$ cat config.mk
export PLATFORM = sky130hd
export DESIGN_NAME = dense_argmax
export DESIGN_NICKNAME = d
export VERILOG_FILES = /design/src/rtl/dense_argmax.sv
export SDC_FILE = /design/constraint.sdc
export NUM_CORES = 1
export LEC_CHECK = 0
export ABC_AREA = 0
export BUFFER_PORTS_ARGS = -buffer_cell sky130_fd_sc_hd__clkbuf_2
export CORE_MARGIN = 3
export CORE_UTILIZATION = 30
export DETAILED_ROUTE_END_ITERATION = 10
export PLACE_DENSITY = 0.59
export SETUP_SLACK_MARGIN = 0.02
export SLEW_MARGIN = 20
export SYNTH_ARGS = -nofsm -noshare
export SYNTH_HDL_FRONTEND = slang
export SYNTH_SLANG_ARGS = --single-unit
export TNS_END_PERCENT = 5
$ cat constraint.sdc
create_clock -name clk -period 3.1 [get_ports clk]
set_clock_uncertainty 0.2 [all_clocks]
set_input_delay 0.155 -clock clk [delete_from_list [all_inputs] [get_ports clk]]
set_output_delay 0.155 -clock clk [all_outputs]
set_load 0.03 [all_outputs]
$ cat src/rtl/dense_argmax.sv
// dense_argmax: captures a logit vector in one beat, scans it one compare per cycle and reports argmax and score
module dense_argmax #(
  parameter int DATA_WIDTH = 8,
  parameter int NUM_CLASS = 7,
  parameter int IDX_WIDTH = 3
) (
  input  logic                       clk,
  input  logic                       rstn,
  input  logic [DATA_WIDTH*NUM_CLASS-1:0] data_i,
  input  logic                       valid_i,
  input  logic                       clr_drop_i,
  output logic [IDX_WIDTH-1:0]       class_o,
  output logic [DATA_WIDTH-1:0]      score_o,
  output logic                       valid_o,
  output logic                       busy_o,
  output logic                       drop_o
);
  localparam logic [0:0] IDLE = 1'b0;
  localparam logic [0:0] SCAN = 1'b1;
  localparam logic [IDX_WIDTH-1:0] LAST = IDX_WIDTH'(NUM_CLASS - 1);
  logic [0:0] state;
  logic [DATA_WIDTH*NUM_CLASS-1:0] buffer;
  logic [IDX_WIDTH-1:0] ptr, best_idx, nxt_idx;
  logic signed [DATA_WIDTH-1:0] best_val, cur, nxt_val;
  always_comb begin
    cur = buffer[ptr*DATA_WIDTH +: DATA_WIDTH];
    nxt_val = cur > best_val ? cur : best_val;
    nxt_idx = cur > best_val ? ptr : best_idx;
  end
  assign busy_o = state == SCAN;
  always_ff @(posedge clk) begin
    if (!rstn) begin
      state <= IDLE;
      buffer <= '0;
      ptr <= '0;
      best_val <= '0;
      best_idx <= '0;
      class_o <= '0;
      score_o <= '0;
      valid_o <= 1'b0;
      drop_o <= 1'b0;
    end else begin
      valid_o <= 1'b0;
      // a dropped frame beats a simultaneous clear
      drop_o <= (valid_i && state == SCAN) || (drop_o && !clr_drop_i);
      if (state == IDLE) begin
        if (valid_i) begin
          state <= SCAN;
          buffer <= data_i;
          best_val <= data_i[DATA_WIDTH-1:0];
          best_idx <= '0;
          ptr <= IDX_WIDTH'(1);
        end
      end else begin
        best_val <= nxt_val;
        best_idx <= nxt_idx;
        ptr <= ptr == LAST ? '0 : ptr + 1'b1;
        if (ptr == LAST) begin
          state <= IDLE;
          class_o <= nxt_idx;
          score_o <= nxt_val;
          valid_o <= 1'b1;
        end
      end
    end
  end
endmodule

==> results of run 1 <==
==> sequential cells by signal (all words and copies together) (netlist names) <==
register and cells:
busy_o 1, best_val 8, score_o 8, ptr 3, class_o 3, buffer 56, drop_o 1, best_idx 3
valid_o 1
==> worst max-delay path, delay by kind of cell, from the launching register on <==
kind                       cells  cell delay, ps
AOI/OAI and AO/OA              3            1030
buffers and inverters          4             650
and+or+nand+nor                3             380
DFF                            1             350
adders and majority gates      1             210
==> cells by family (layout without fill, tap and decap cells) <==
logic type                 after synthesis  after routing  share of synthesized area (%)
AOI/OAI and AO/OA                      141            141                           22.9
muxes                                   25             25                           6.32
buffers and inverters                   52            182                           5.60
adders and majority gates                8              8                           2.52
and+or+nand+nor                        188            188                           20.4
DFF                                     84             84                           42.3
==> per-stage QoR <==
stage / cell area (um2) / std cells / power, uW / hold slack, ps
after CTS: 5450 / 796 / 2830 / 128
after detailed placement: 4580 / 722 / 1740 / 184
after global routing: 5650 / 800 / 3000 / 179
final: 5650 / 800 / 2880 / 144
after floorplan: 3980 / 498 / 1550 / 91.0
after global placement: 4580 / 722 / 1730 / 181
==> synthesized netlist by cell type, drive strengths merged, types with 7 or more instances <==
cell	instances	share of area, %
inv	10	0.94
mux2i	24	6.0
ha	8	2.5
o211ai	17	3.2
a221oi	7	2.6
dfxtp	84	42
o21ai	26	3.3
a31oi	7	1.1
buf	18	2.4
a21oi	63	7.9
clkbuf	24	2.3
o211a	7	1.8
nand3b	9	1.7
nand2	144	14
nand3	10	1.3
==> cells in the final DEF (no fill, tap or decap), types with 3 or more instances in the layout <==
cell and count:
inv_1 9, nand2_1 144, buf_6 3, o21ai_1 7, a31oi_1 7, nor3_1 5, buf_12 3, o211ai_1 17
ha_1 7, mux2i_1 14, o21ai_0 19, nand3_1 10, dlygate4sd3_1 58, nand4_1 4, mux2i_2 9, clkbuf_16 11
clkbuf_2 73, nor2_1 3, dfxtp_1 82, a221oi_4 5, o211a_1 7, buf_4 17, inv_6 3, nand3b_1 9
nor2b_1 4, a21oi_1 63
==> cell type report <==
type                       count  area, um2  area share, %
clock inverter                 7       57.6           1.02
clock buffer                   9        225           3.98
sequential                    84       1680           29.8
timing repair buffer         156       1220           21.5
multi-input combinational    362       2210           39.2
inverter                      10       37.5          0.664
tap                          172        215           3.81
==> report_power, final <==
part           leakage, uW  switching, uW  internal [uW]
Clock             0.000135            476            556
Combinational      0.00140            356            293
Sequential        0.000689           54.1           1140
Total              0.00223            886           1990
==> final timing paths <==
kind,endpoint,slack (ps),from,cells past startpoint
setup / recovery,best_idx[0]$_SDFFE_PN0P_,130,ptr[0]$_SDFFE_PN0P_,11
hold / removal,drop_o$_SDFF_PN0_,140,valid_i,3
setup reg to reg,best_idx[0]$_SDFFE_PN0P_,130,ptr[0]$_SDFFE_PN0P_,11
hold reg to reg,buffer[40]$_SDFFE_PN0P_,260,buffer[40]$_SDFFE_PN0P_,2
==> routing by layer <==
metal  track usage [%]  up-vias  share of wire, %
met5                 0        -                 0
met4              6.16        0               1.4
met3              2.47       15               5.4
met1              22.7     1871                47
li1                  -     1999                 -
met2              24.9      141                46
==> what timing repair did <==
action,CTS,global route
gates resized for setup,0,24
hold buffers,58,0
endpoints found under the hold margin,58,0
buffers inserted,0,2
setup endpoints to repair,0,22
==> results.json, run 1 <==
{
  "rsz0062_at_grt": "false",
  "grt_max_degree": 63,
  "synth-edff-count": 0,
  "clock_latency_ps": 340,
  "synth_area_um2": 3980,
  "crit_path_frequent_cell": "buf_6",
  "setup_tns_ps": 0,
  "synth_fp_nets": 566,
  "h-tree-depth": 3,
  "crit_chain": "buf_12, nor2b_1, buf_6, a221oi_2, ha_1, nand4_1, buf_4, a211o_1, buf_6, a222oi_1, nor3_1",
  "pre_cts_slack_ps": 52.4,
  "setup_viol": 0,
  "total_leakage_power_uw": 0.00223,
  "drt.antenna.violating_nets": 0,
  "timing.final.ws_setup_ps": 135,
  "max-slew-margin-rel_pct": 57.1,
  "final-max-slew-violation-count": 0,
  "dp_hpwl_um": 7930,
  "grt_remaining_overflow": 0,
  "path_max_fanout": 12,
  "synth_cells": 498,
  "utilization_pct": 44.2,
  "routed_wl_um": 11800,
  "max_slew.worst_pin.slew_ps": 643,
  "cp-end-kind": "register",
  "fp.dieH_um": 121,
  "cts_tree": "yes",
  "drc_errors": 0,
  "hold_viol": 0,
  "min_period_over_period_pct": 95.6,
  "dominantRegCellSynth": "dfxtp_1",
  "antenna_found_initial": 0,
  "antenna_cells": 0,
  "wire_per_inst_um": 14.8,
  "viasPerCell": 5.03,
  "crit_type": "reg2reg",
  "cp-start-kind": "register",
  "clock_sinks": 84,
  "worst_ep_required_time_ps": 3100,
  "grt_usage_pct": 16.1,
  "hold_class": "in2reg",
  "vias": 4026,
  "io_pins": 74,
  "dieArea_um2": 14700,
  "worst_ep_arrival_time_ps": 2960,
  "die_w_um": 121,
  "root_buffer": "clkbuf_16",
  "drt_pass1_iterations": 7,
  "cap_viol_max_count": 0,
  "seq_area_frac_synth_pct": 42.3,
  "row_count": 41,
  "slowest_stage": "a222oi_1",
  "grt_pass1_wl_um": 19100,
  "max_stage_delay_ps": 370,
  "clkTransAtPathRegs_ps": 70,
  "ys_types": 42,
  "drive_gt1_share_pct": 22.6,
  "ys_ff_latch": 84,
  "layout_min_cycle_time_ps": 2970,
  "place_congestion": 0.823,
  "ys_async_sr_fraction_pct": 0,
  "power_density_nw_per_um2": 509,
  "grt_pass1_vias": 3905,
  "avgSynthCellArea_um2": 7.99,
  "peakVddDrop_mv": 0.232,
  "nets": 691,
  "max_freq_ghz": 0.337,
  "area_delta_synth_final_pct": 42.1,
  "start_util_pct": 31.1,
  "n_fill_cell": 1240,
  "yosysWarnings": 0,
  "io_buffers": 73,
  "cts_buffers": 9,
  "clk_path_buf_depth": 2,
  "detail_route.iter0.violations": 301,
  "core_region_area_um2": 12800,
  "status": "complete, no violations"
}
No activity file was read; power rests on OpenSTA's default activity.
==> run 2, diff against run 1 <==
--- a/config.mk
+++ b/config.mk
@@ -10,7 +10,7 @@
 export CORE_MARGIN = 3
 export CORE_UTILIZATION = 30
 export DETAILED_ROUTE_END_ITERATION = 10
-export PLACE_DENSITY = 0.59
+export PLACE_DENSITY = 0.61
 export SETUP_SLACK_MARGIN = 0.02
 export SLEW_MARGIN = 20
 export SYNTH_ARGS = -nofsm -noshare
==> constraint.sdc (replaced) <==
create_clock -name clk -period 2.6 [get_ports clk]
set_clock_uncertainty 0.2 [all_clocks]
set_input_delay 0.13 -clock clk [delete_from_list [all_inputs] [get_ports clk]]
set_output_delay 0.13 -clock clk [all_outputs]
set_load 0.03 [all_outputs]
==> results.json, run 2 (same netlist as run 1, synthesis figures left out) <==
{
  "die_w_um": 121,
  "timing.final.ws_setup_ps": -155,
  "total_leakage_power_uw": 0.00231,
  "worst_ep_required_time_ps": 2630,
  "dp.cells": 733,
  "io_pins": 74,
  "final_cell_mix": "nand2_1, dfxtp_1, clkbuf_2",
  "drt.antenna.violating_nets": 0,
  "drive_gt1_share_pct": 23.8,
  "slowest_stage": "dfxtp_4",
  "routed_wl_um": 11600,
  "cp-start-kind": "register",
  "core_region_area_um2": 12800,
  "start_util_pct": 31.1,
  "dp_hpwl_um": 8050,
  "wire_per_inst_um": 14.2,
  "fp.dieH_um": 121,
  "worst_ep_arrival_time_ps": 2780,
  "clock_latency_ps": 340,
  "grt_pass1_vias": 3933,
  "cts_tree": "yes",
  "row_count": 41,
  "hold_class": "in2reg",
  "n_fill_cell": 1262,
  "area_delta_synth_final_pct": 45.5,
  "setup_viol": 22,
  "clk_path_buf_depth": 2,
  "hold_viol": 0,
  "viasPerCell": 4.86,
  "clkTransAtPathRegs_ps": 60,
  "grt_remaining_overflow": 0,
  "min_period_over_period_pct": 106,
  "hold_ws_ps": 87.3,
  "final-max-slew-violation-count": 0,
  "grt_usage_pct": 16.3,
  "max_slew.worst_pin.slew_ps": 627,
  "layout.cells.non_filler": 815,
  "layout_min_cycle_time_ps": 2750,
  "dieArea_um2": 14700,
  "vias": 3960,
  "top_regs": "buffer x56, best_val x8, score_o x8",
  "top_register": "buffer",
  "root_buffer": "clkbuf_16",
  "critPathBufInv": 2,
  "antenna_found_initial": 0,
  "crit_type": "reg2reg",
  "grt_pass1_wl_um": 19100,
  "antenna_cells": 0,
  "cts_buffers": 9,
  "path_max_fanout": 20,
  "clock_sinks": 84,
  "max_stage_delay_ps": 390,
  "violations": "negative setup slack",
  "cp-end-kind": "register",
  "io_buffers": 73,
  "h-tree-depth": 3,
  "status": "complete, but fails checks",
  "max-slew-margin-rel_pct": 58.2,
  "power_density_nw_per_um2": 639,
  "grt_max_degree": 61,
  "cap_viol_max_count": 0,
  "nets": 706,
  "place_congestion": 0.881,
  "utilization_pct": 45.3,
  "crit_chain": "buf_4, mux2i_1, o211a_1, a221oi_2, ha_1, nand4_1, a211oi_2, buf_12, nor3_1, a221o_1",
  "critPathTopFamily": "compound AO/OA/AOI/OAI gates",
  "layout_commonest_cell": "nand2_1",
  "peakVddDrop_mv": 0.325,
  "drt_pass1_iterations": 7,
  "largest_reg_flops": 56,
  "rsz0062_at_grt": "true",
  "max_freq_ghz": 0.363,
  "drc_errors": 0,
  "detail_route.iter0.violations": 234
}
run 2: where the power goes:
group          internal (uW)  switching (uW)
clock                    878             559
combinational            399             437
sequential              1360            61.7
total                   2640            1060
run 2: final cells by class:
class / instances / area [um2] / share of cell area [%]
multi-input combinational: 362 / 2180 / 37.7
sequential: 84 / 1690 / 29.2
timing repair buffer: 171 / 1330 / 23.0
clock buffer: 10 / 239 / 4.13
tap: 172 / 215 / 3.72
clock inverter: 6 / 93.8 / 1.62
inverter: 10 / 37.5 / 0.649
run 2: what timing repair did:
action | in CTS | in global routing
cloned | 1 | 0
setup endpoints to repair | 22 | 22
endpoints found under the hold margin | 66 | 0
buffers inserted | 7 | 0
resized for setup | 22 | 1
pin swaps | 17 | 1
hold buffers | 58 | 0
run 2: metrics by stage:
stage | setup slack [ps] | TNS (ps) | power [uW] | area, um2
finish | -155 | -1810 | 3700 | 5790
global route | -322 | -5520 | 3860 | 5790
CTS | -126 | -1720 | 3710 | 5780
detailed placement | -240 | -4380 | 2140 | 4680
global placement | -156 | -2370 | 2120 | 4680
floorplan | 22.7 | 0 | 1860 | 3990
run 2: routing by layer:
metal | share of wire (%) | global-route usage (%) | vias to the layer above
met4 | 2.1 | 5.18 | 0
li1 | - | - | 2026
met5 | 0 | 0 | -
met1 | 47 | 21.4 | 1832
met3 | 3.9 | 3.78 | 19
met2 | 47 | 26.5 | 83
run 2: final timing paths:
kind                            from                 endpoint  slack (ps)  cells after the start
max reg2reg      ptr[0]$_SDFFE_PN0P_  score_o[0]$_SDFFE_PN0P_        -150                     10
min                          valid_i        drop_o$_SDFF_PN0_          90                      3
min reg2reg  buffer[33]$_SDFFE_PN0P_  buffer[33]$_SDFFE_PN0P_         250                      2
max              ptr[0]$_SDFFE_PN0P_  score_o[0]$_SDFFE_PN0P_        -150                     10
run 2: worst min-delay path, stage by stage:
cell and delay, ps:
clkbuf_2 250, nand2_1 140, a21oi_1 60
